==> src/rtl/preg_release_queue.sv <==
// preg_release_queue
// ------------------
// In-order queue of stale physical-register mappings. Rename pushes the
// previous mapping of up to two destinations per cycle. Commit pops up to two
// entries per cycle in program order and pulses the freelist release ports.
// Branch checkpoints snapshot the tail pointer. A shootdown restores the tail
// from a checkpoint, so squashed entries are discarded without being freed.
//
// Ports:
//   clk, reset_n                    clock, synchronous active-low reset
//   enq1/enq2, enqN_has_dest/preg   push slots (enq2 only honoured with enq1)
//   enq_ready                       room for two pushes (count <= DEPTH-2)
//   checkpoint, checkpoint_tag      save post-push tail into slot tag-1
//   commit1/commit2                 pop one/two entries (commit2 needs commit1)
//   branch_shootdown, _tag          restore tail from checkpoint slot tag-1
//   free1/free2, freeN_addr         registered release pulses to the freelist
//   count                           occupied entries
//
// Optional build macro: PRQ_TRACE_EN prints every free pulse and every
// shootdown. The logic is identical with or without the macro.

module preg_release_queue #(
  parameter int NUM_PREGS         = 64,
  parameter int DEPTH             = 32,
  parameter int MAX_PREDICT_DEPTH = 4,
  localparam int PW = $clog2(NUM_PREGS),
  localparam int AW = $clog2(DEPTH),
  localparam int TW = $clog2(MAX_PREDICT_DEPTH) + 1
) (
  input  logic          clk,
  input  logic          reset_n,
  input  logic          enq1,
  input  logic          enq2,
  input  logic          enq1_has_dest,
  input  logic          enq2_has_dest,
  input  logic [PW-1:0] enq1_preg,
  input  logic [PW-1:0] enq2_preg,
  output logic          enq_ready,
  input  logic          checkpoint,
  input  logic [TW-1:0] checkpoint_tag,
  input  logic          commit1,
  input  logic          commit2,
  input  logic          branch_shootdown,
  input  logic [TW-1:0] shootdown_branch_tag,
  output logic          free1,
  output logic          free2,
  output logic [PW-1:0] free1_addr,
  output logic [PW-1:0] free2_addr,
  output logic [AW:0]   count
);

  localparam int CW = (MAX_PREDICT_DEPTH > 1) ? $clog2(MAX_PREDICT_DEPTH) : 1;
  localparam logic [AW:0] READY_LIMIT = (AW+1)'(DEPTH - 2);
  localparam logic [TW-1:0] MAX_TAG   = TW'(MAX_PREDICT_DEPTH);

  logic          has_dest_mem [DEPTH];
  logic [PW-1:0] preg_mem     [DEPTH];

  logic [AW:0]   head_q, head_d;
  logic [AW:0]   tail_q, tail_d;
  logic [AW:0]   ckpt_q [MAX_PREDICT_DEPTH];

  logic          free1_q, free2_q;
  logic [PW-1:0] free1_addr_q, free2_addr_q;

  logic [AW:0]   cnt_s;
  logic          ready_s;
  logic          sd_valid_s, ck_valid_s;
  logic [CW-1:0] sd_idx_s, ck_idx_s;
  logic          push1_s, push2_s, pop1_s, pop2_s;
  logic [AW:0]   tail_push_s;
  logic [AW-1:0] wr_idx1_s, wr_idx2_s, rd_idx1_s, rd_idx2_s;

  // Next-state computation for pointers, push/pop qualification.
  always_comb begin
    cnt_s       = tail_q - head_q;
    ready_s     = (cnt_s <= READY_LIMIT);
    sd_valid_s  = branch_shootdown && (shootdown_branch_tag != {TW{1'b0}})
                  && (shootdown_branch_tag <= MAX_TAG);
    ck_valid_s  = checkpoint && (checkpoint_tag != {TW{1'b0}})
                  && (checkpoint_tag <= MAX_TAG) && !sd_valid_s;
    sd_idx_s    = CW'(shootdown_branch_tag - TW'(1));
    ck_idx_s    = CW'(checkpoint_tag - TW'(1));
    // A shootdown drops this cycle's pushes; pushes need room for two.
    push1_s     = enq1 && ready_s && !sd_valid_s;
    push2_s     = push1_s && enq2;
    // Pops are clamped to the pre-shootdown occupancy.
    pop1_s      = commit1 && (cnt_s != {(AW+1){1'b0}});
    pop2_s      = pop1_s && commit2 && (cnt_s >= (AW+1)'(2));
    wr_idx1_s   = tail_q[AW-1:0];
    wr_idx2_s   = tail_q[AW-1:0] + AW'(1);
    rd_idx1_s   = head_q[AW-1:0];
    rd_idx2_s   = head_q[AW-1:0] + AW'(1);
    tail_push_s = tail_q + (AW+1)'(push1_s) + (AW+1)'(push2_s);
    head_d      = head_q + (AW+1)'(pop1_s) + (AW+1)'(pop2_s);
    if (sd_valid_s) begin
      tail_d = ckpt_q[sd_idx_s];
    end else begin
      tail_d = tail_push_s;
    end
  end

  // Pointer, checkpoint and release-pulse registers.
  always_ff @(posedge clk) begin
    if (!reset_n) begin
      head_q       <= {(AW+1){1'b0}};
      tail_q       <= {(AW+1){1'b0}};
      free1_q      <= 1'b0;
      free2_q      <= 1'b0;
      free1_addr_q <= {PW{1'b0}};
      free2_addr_q <= {PW{1'b0}};
      for (int i = 0; i < MAX_PREDICT_DEPTH; i++) begin
        ckpt_q[i] <= {(AW+1){1'b0}};
      end
    end else begin
      head_q       <= head_d;
      tail_q       <= tail_d;
      free1_q      <= pop1_s && has_dest_mem[rd_idx1_s];
      free2_q      <= pop2_s && has_dest_mem[rd_idx2_s];
      free1_addr_q <= pop1_s ? preg_mem[rd_idx1_s] : {PW{1'b0}};
      free2_addr_q <= pop2_s ? preg_mem[rd_idx2_s] : {PW{1'b0}};
      if (ck_valid_s) begin
        ckpt_q[ck_idx_s] <= tail_push_s;
      end
    end
  end

  // Entry storage; contents are only meaningful between head and tail.
  always_ff @(posedge clk) begin
    if (reset_n && push1_s) begin
      has_dest_mem[wr_idx1_s] <= enq1_has_dest;
      preg_mem[wr_idx1_s]     <= enq1_preg;
    end
    if (reset_n && push2_s) begin
      has_dest_mem[wr_idx2_s] <= enq2_has_dest;
      preg_mem[wr_idx2_s]     <= enq2_preg;
    end
  end

`ifdef PRQ_TRACE_EN
  // Trace of release pulses and shootdowns.
  always_ff @(posedge clk) begin
    if (reset_n) begin
      if (free1_q) $display("prq: freeing register: %x", free1_addr_q);
      if (free2_q) $display("prq: freeing register: %x", free2_addr_q);
      if (sd_valid_s) begin
        $display("prq: shootdown restores tail %0d, discarding %0d entries",
                 ckpt_q[sd_idx_s], tail_q - ckpt_q[sd_idx_s]);
      end
    end
  end
`endif

  assign enq_ready  = ready_s;
  assign count      = cnt_s;
  assign free1      = free1_q;
  assign free2      = free2_q;
  assign free1_addr = free1_addr_q;
  assign free2_addr = free2_addr_q;

endmodule
==> config.mk <==
export PLATFORM = sky130hd
export DESIGN_NAME = preg_release_queue
export DESIGN_NICKNAME = d
export VERILOG_FILES = /design/src/rtl/preg_release_queue.sv
export SDC_FILE = /design/constraint.sdc
export NUM_CORES = 1
export LEC_CHECK = 0
export BUFFER_PORTS_ARGS = -buffer_cell sky130_fd_sc_hd__buf_4
export CAP_MARGIN = 20
export CORE_MARGIN = 2
export CORE_UTILIZATION = 63
export DETAILED_ROUTE_END_ITERATION = 10
export PLACE_DENSITY = 0.8
export SLEW_MARGIN = 20
export SYNTH_ARGS = -nofsm -noshare
export SYNTH_HDL_FRONTEND = slang
export SYNTH_SLANG_ARGS = --single-unit
==> constraint.sdc <==
create_clock -name clk -period 5.98 [get_ports clk]
set_clock_uncertainty 0.2 [all_clocks]
set_input_delay 1.196 -clock clk [delete_from_list [all_inputs] [get_ports clk]]
set_output_delay 1.196 -clock clk [all_outputs]
set_load 0.01 [all_outputs]
==> results of run 1 <==
[registers in the layout (all words and copies together) (netlist names)]
register,count
tail_q,6
free1,1
head_q,6
preg_mem,192
free2_addr,6
ckpt_q,24
has_dest_mem,32
free1_addr,6
free2,1
[kinds of logic after synthesis]
| logic type | after synthesis | share of synthesized area |
|---|---|---|
| compound gates | 80 | 0.0321 |
| flops | 274 | 0.478 |
| fa+ha+maj | 13 | 0.0111 |
| xor+xnor | 17 | 0.00982 |
| buf+inv | 131 | 0.0364 |
| mux | 385 | 0.349 |
| simple gates | 220 | 0.0844 |
[cell type report]
type	instances	area, sq um	area share
multi-input combinational	715	8190	0.450
sequential	274	7980	0.438
clock buffer	35	791	0.0434
timing repair buffer	83	623	0.0342
tap	335	419	0.0230
clock inverter	20	146	0.00804
inverter	18	67.6	0.00371
[path summary, 6_finish.rpt]
path,endpoint,depth (start not counted)
hold / removal,head_q[5],2
setup / recovery,enq_ready,9
setup reg to reg,ckpt_q[0][4],13
hold reg to reg,head_q[5],2
[metrics by stage]
| step | std cells | power, mW | hold WS [ns] | utilization | setup WS [ns] |
|---|---|---|---|---|---|
| 6_report | 1480 | 6.70 | 0.355 | 0.699 | 0.701 |
| 5_1_grt | 1480 | 6.90 | 0.408 | 0.699 | 0.514 |
| 4_1_cts | 1480 | 6.67 | 0.355 | 0.698 | 0.772 |
| 3_5_place_dp | 1425 | 4.90 | 0.338 | 0.663 | 1.23 |
| 3_3_place_gp | 1425 | 4.87 | 0.323 | 0.663 | 1.36 |
| 2_1_floorplan | 1120 | 4.19 | 0.304 | - | 1.47 |
[metal layers]
metal | routed length, microns | global-route usage | part of all wire | vias up
met5 | 54 | 0.0139 | 0.0012 | -
met4 | 1320 | 0.0888 | 0.029 | 2
met3 | 5200 | 0.0558 | 0.12 | 93
met2 | 21100 | 0.511 | 0.47 | 765
met1 | 17000 | 0.476 | 0.38 | 5616
li1 | - | - | - | 4508
[where the power goes]
part	internal (mW)	switching, mW
sequential	2.15	0.132
clock	1.02	0.767
combinational	1.21	1.41
[critical path, delay by kind of cell, from the launching register on]
family / cells / cell delay (ns)
and+or+nand+nor: 3 / 1.41
DFF: 1 / 0.68
buffers and inverters: 3 / 0.50
adders and majority gates: 1 / 0.39
AOI/OAI and AO/OA: 2 / 0.36
[cell usage after synthesis (all sizes together) (2+ instances only)]
| master | count |
|---|---|
| nand3 | 16 |
| mux2i | 25 |
| a31oi | 2 |
| nand3b | 2 |
| dfxtp | 26 |
| inv | 17 |
| o22ai | 14 |
| clkbuf | 61 |
| nor2b | 6 |
| fa | 3 |
| buf | 52 |
| xor2 | 9 |
| xnor2 | 8 |
| nand2b | 3 |
| ha | 10 |
| o31ai | 8 |
| edfxtp | 248 |
| a31o | 2 |
| and2 | 5 |
| nor2 | 69 |
| o41ai | 9 |
| a21oi | 12 |
| a311oi | 2 |
| a211oi | 5 |
| nor4 | 2 |
| and4 | 4 |
| o21a | 2 |
| nand2 | 47 |
| nand4 | 45 |
| or3 | 2 |
| mux4 | 132 |
| mux2 | 228 |
| nor3 | 13 |
| or2 | 2 |
| and2b | 2 |
| o21ai | 17 |
==> summary.md, run 1 <==
| Metric | Value |
|---|---|
| Residual DRC | `0` |
| Status | `finished, final reports clean` |
| Distinct cells, synth | `58` |
| Total Wirelength | `44.7 mm` |
| Register area share after synthesis | `0.478` |
| DIE AREA | `27800 sq um` |
| Area Overhead vs Synth | `9.16%` |
| Critical R2R Launch | `head_q[4]` |
| Kind of critical path | `reg -> out` |
| PwrDens | `368 nW/um^2` |
| CP Data Required Time | `4.58 ns` |
| PortBufs | `48` |
| Syn_nets | `1161` |
| DIE WIDTH | `167 microns` |
| I/O pins | `49` |
| Max Slew Vio Count | `0` |
| Detailed placement HPWL | `29.6 mm` |
| Tot GR Track Use | `0.325` |
| Slowest stage delay, CP | `0.68 ns` |
| Max_slew headroom | `0.240` |
| CTS tree | `done` |
| Dpl cell area | `17300 sq um` |
| Core region area | `26100 sq um` |
| Setup violators final | `0` |
| DRT iter0 DRCs | `1477` |
| Most common cell after layout, fill and taps aside | `edfxtp_1` |
| Initial antenna violation count | `0` |
| Worst Setup SP | `head_q[4]` |
| Largest net degree at the start of global routing | `57` |
| Postcts setup bufs | `0` |
| Vias in the first global route | `10740` |
| Crit path cell chain | `inv_1 > ha_1 > and2_1 > o21a_1 > a31o_2 > and2b_2 > nand2_1 > inv_1 > buf_4` |
| Layout cells sized above 1 | `0.470` |
| Gate count after technology mapping | `1120` |
| Final period utilization | `0.883` |
| #FFs+latches synth | `274` |
| Initial Util | `0.640` |
| Max-Cap Viols | `0` |
| Setup TNS Final | `0 ns` |
| Diode count | `0` |
| Largest area contributor in the synthesized netlist | `edfxtp_1` |
| Peak VDD IR | `0.000550 V` |
| Final net count | `1163` |
| Hold_buf cts | `0` |
| Worst-Margin Slew | `1.13 ns` |
| Max FO, Critical Path | `26` |
| Min Tclk post-route | `5.28 ns` |
| DR vias | `10984` |
| Number of synthesized flops with an enable pin | `248` |
| Synth async-reset ratio | `0` |
| Fmax | `189 MHz` |
| Arr. time, crit path | `3.88 ns` |
| CTS Root Buffer Type | `clkbuf_16` |
| Clock Pin Slew Worst Setup and Hold Paths | `0.07 ns` |
| DR pass1 iterations | `6` |
| RSZ-0062 raised after global routing | `false` |
| Setup crit start kind | `flip-flop` |
| Skew-Pair Late Insertion Delay | `0.56 ns` |
| Leakage | `6.09 nW` |
| Worst hold start | `head_q[5]` |
| Post_cts resized | `0` |
| Hold Path Class | `reg -> reg` |
| Syn avg cell area | `14.9 sq um` |
| Max clock buf depth | `3` |
| Flop2flop setup slack | `1.21 ns` |
| Cell row count | `59` |
| Cell mode on critical path | `inv_1` |
| Post-synth top area share | `0.446` |
| Routability Congestion | `0.948` |
| ANT nets after route | `0` |
| Post-synthesis cell area | `16700 sq um` |
| Crit path capture type | `output port` |
| First-pass GRT wire length | `68.3 mm` |
| Fill count | `1732` |
| Commonest cells after routing, fill and taps aside | `edfxtp_1 (248), mux2_2 (221), mux4_2 (132)` |
| CTS buffer count | `30` |
| Dominant synthesized flop cell | `edfxtp_1` |
| Clock sink total | `274` |
| H-tree Lvls | `1` |
| Ys Warns | `0` |
| Chip Height | `167 microns` |
| Design area | `18200 sq um` |
| Hold Vio Cnt, Final | `0` |
| Top cells by area, synth | `edfxtp_1 (45%), mux4_2 (18%), mux2_2 (15%)` |
| Total grt overflow | `0` |
| Drt via density | `7.42` |
| Slowest CP cell | `dfxtp_1` |
| WL per Instance | `30.2 microns` |
(Power assumes the default switching activity.)
==> inputs of run 2 (changes only) <==
- ABC_AREA: not set -> 1
- CORE_UTILIZATION: 63 -> 64
- PLACE_DENSITY: 0.8 -> not set
- PLACE_DENSITY_LB_ADDON: not set -> 0.12
- SLEW_MARGIN: 20 -> not set
==> run 2 against run 1 <==
Critical path depth up 4. Highest routed layer is now met4. Area after synthesis up 8.3%. Final cell count up 79%. Worst hold slack worse by 0.061 ns. Synthesized cell count up 110%. Non-clock buffer count down 3. Largest cell class unchanged. Die area up 6.5%.
==> summary.md, run 2 <==
| Metric | Value |
|---|---|
| Status | `finished, final reports clean` |
| Hold Path Class | `reg -> reg` |
| Dominant synthesized flop cell | `edfxtp_1` |
| Pre-CTS WS | `0.899 ns (-0.330 ns)` |
| Number of synthesized flops with an enable pin | `248 (unchanged)` |
| Hold Slack | `0.294 ns (-0.0612 ns)` |
| Peak VDD IR | `0.000289 V (-47%)` |
| Worst-Margin Slew | `1.13 ns (+0.00397 ns)` |
| Chip Height | `172 microns (+3.2%)` |
| Syn_nets | `2378 (+100%)` |
| CTS buffer count | `28 (-6.7%)` |
| Post-route setup slack | `1.49 ns (+0.788 ns)` |
| Synth async-reset ratio | `0 (unchanged)` |
| Setup TNS Final | `0 ns (unchanged)` |
| Gate count after technology mapping | `2337 (+110%)` |
| Hold Vio Cnt, Final | `0 (unchanged)` |
| DIE AREA | `29600 sq um (+6.5%)` |
| Initial antenna violation count | `0 (unchanged)` |
| Residual DRC | `0 (unchanged)` |
| Leakage | `7.91 nW (+30%)` |
| Initial Util | `0.651 (+0.0104)` |
| CP Data Required Time | `6.08 ns (+1.50 ns)` |
| #FFs+latches synth | `274 (unchanged)` |
| Max Slew Vio Count | `0 (unchanged)` |
| Post_cts resized | `0 (unchanged)` |
| Cell with the most instances after synthesis | `nand2_1` |
| Skew-Pair Late Insertion Delay | `0.58 ns (+0.02 ns)` |
| Postcts setup bufs | `0 (unchanged)` |
| WL per Instance | `22.9 microns (-24%)` |
| Top cells by area, synth | `edfxtp_1 (41%), nand2_1 (14%), nand4_1 (8.1%)` |
| Fill count | `2343 (+35%)` |
| Commonest cells after routing, fill and taps aside | `nand2_1 (662), edfxtp_1 (248), nand4_1 (234)` |
| Min Tclk post-route | `4.49 ns (-0.788 ns)` |
| DIE WIDTH | `172 microns (+3.2%)` |
| Post-synthesis cell area | `18100 sq um (+8.3%)` |
| CTS tree | `done` |
| PwrDens | `387 nW/um^2 (+5.4%)` |
| Final period utilization | `0.751 (-0.132)` |
| Clock Pin Slew Worst Setup and Hold Paths | `0.06 ns (about the same)` |
| First-pass GRT wire length | `90.2 mm (+32%)` |
| Kind of critical path | `in -> reg` |
| Tot GR Track Use | `0.406 (+0.0806)` |
| Crit path capture type | `flip-flop` |
| Max clock buf depth | `3 (unchanged)` |
| Arr. time, crit path | `4.59 ns (+0.71 ns)` |
| Setup violators final | `0 (unchanged)` |
| DR pass1 iterations | `7 (+1)` |
| Max-Cap Viols | `0 (unchanged)` |
| Slowest stage delay, CP | `0.46 ns (-0.22 ns)` |
| Area Overhead vs Synth | `6.34%` |
| Cell row count | `61 (+3.4%)` |
| Setup crit start kind | `input port` |
| DRT iter0 DRCs | `2796 (+89%)` |
| Most frequent cells after synthesis | `nand2_1 (662), edfxtp_1 (248), nand4_1 (234)` |
| Largest area contributor in the synthesized netlist | `edfxtp_1` |
| Fmax | `223 MHz (+18%)` |
| ANT nets after route | `0 (unchanged)` |
| Max FFs per register | `192 (unchanged)` |
| Vias in the first global route | `15954 (+49%)` |
| Largest net degree at the start of global routing | `116 (+100%)` |
| RSZ-0062 raised after global routing | `false` |
| Layout cells sized above 1 | `0.0759 (-0.394)` |
| Clock sink total | `274 (unchanged)` |
| Core region area | `27800 sq um (+6.6%)` |
| Total Wirelength | `60.5 mm (+35%)` |
| Routability Congestion | `0.976 (+3.0%)` |
| Drt via density | `6.72 (-9.4%)` |
| Diode count | `0 (unchanged)` |
| Distinct cells, synth | `38 (-34%)` |
| Most common cell after layout, fill and taps aside | `nand2_1` |
| Register area share after synthesis | `0.441 (-0.0368)` |
| CTS Root Buffer Type | `clkbuf_16` |
| Post-synth top area share | `0.412 (-0.0344)` |
| Biggest regs | `preg_mem: 192 flops, has_dest_mem: 32 flops, ckpt_q: 24 flops` |
| Largest Register | `preg_mem` |
| Ys Warns | `0 (unchanged)` |
| Detailed placement HPWL | `36.8 mm (+24%)` |
| DR vias | `17770 (+62%)` |
| Max_slew headroom | `0.245 (+0.00530)` |
| PortBufs | `48 (unchanged)` |
| Final net count | `2285 (+96%)` |
| Crit path cell chain | `buf_4 > inv_1 > ha_1 > inv_1 > o21ai_2 > nand2_1 > nor2_8 > nand2_1 > fa_1 > nor3_1 > nand3_1 > xor2_1 > nor2_1` |
| Slowest CP cell | `o21ai_2` |
| H-tree Lvls | `1 (unchanged)` |
| I/O pins | `49 (unchanged)` |
| Syn avg cell area | `7.73 sq um (-48%)` |
| Max FO, Critical Path | `15 (-42%)` |
| Hold_buf cts | `0 (unchanged)` |
| Total grt overflow | `0 (unchanged)` |
run 2: cell types whose count changed in the layout (fill, tap and decap cells not counted), sizes merged, moves of 56 or more:
cell	change
o21ai	+190
mux2	-228
nand2	+617
nand4	+218
a21oi	+167
inv	+151
mux4	-132
o211ai	+57
nand3	+139
nor2	+56
run 2: layout make-up:
| type | count | area [sq um] | area share |
|---|---|---|---|
| Clock buffer | 38 | 800 | 0.0416 |
| Clock inverter | 14 | 130 | 0.00677 |
| Inverter | 171 | 644 | 0.0335 |
| Multi-Input combinational cell | 1689 | 8550 | 0.445 |
| Sequential cell | 274 | 7970 | 0.415 |
| Tap cell | 378 | 473 | 0.0246 |
| Timing Repair Buffer | 80 | 652 | 0.0339 |
run 2: path summary, 6_finish.rpt:
| kind | slack, ns | to | from | cells past startpoint |
|---|---|---|---|---|
| setup / recovery | 1.49 | ckpt_q[1][5] | shootdown_branch_tag[0] | 13 |
| hold / removal | 0.29 | head_q[5] | head_q[5] | 2 |
| setup reg to reg | 1.85 | free2_addr[5] | head_q[0] | 10 |
| hold reg to reg | 0.29 | head_q[5] | head_q[5] | 2 |
run 2: cells by family after synthesis:
group           Yosys count  synth area share
compound gates          454             0.135
xor+xnor                  9           0.00436
fa+ha+maj                13            0.0102
buf+inv                 374            0.0873
flops                   274             0.441
simple gates           1213             0.323
run 2: routing by layer:
metal | vias up | GRT usage | wire length (microns)
met5 | - | 0 | 0
met4 | 0 | 0.216 | 3560
met3 | 307 | 0.111 | 9220
met2 | 1388 | 0.598 | 25800
met1 | 8072 | 0.548 | 22000
li1 | 8003 | - | -
run 2: critical path: cells and delay by family:
| family | cells | cell delay [ns] |
|---|---|---|
| and+or+nand+nor | 6 | 1.42 |
| AOI/OAI and AO/OA | 1 | 0.46 |
| buffers and inverters | 3 | 0.47 |
| xor gates and xnor gates | 1 | 0.41 |
| adders and majority gates | 2 | 0.65 |
run 2: report_power, final:
part,total [mW],internal (mW),switching (mW)
registers,2.18,2.15,0.0289
clock network,1.77,1.02,0.753
logic,3.50,0.983,2.51
total,7.45,4.15,3.30
run 2: per-stage QoR:
stage	utilization	instances	total power, mW	instance area, sq um
after floorplan	-	2337	4.61	18100
after global placement	0.657	2591	5.46	18300
after detailed placement	0.657	2591	5.53	18300
after CTS	0.691	2643	7.27	19200
after global routing	0.692	2644	7.77	19200
final	0.692	2644	7.45	19200
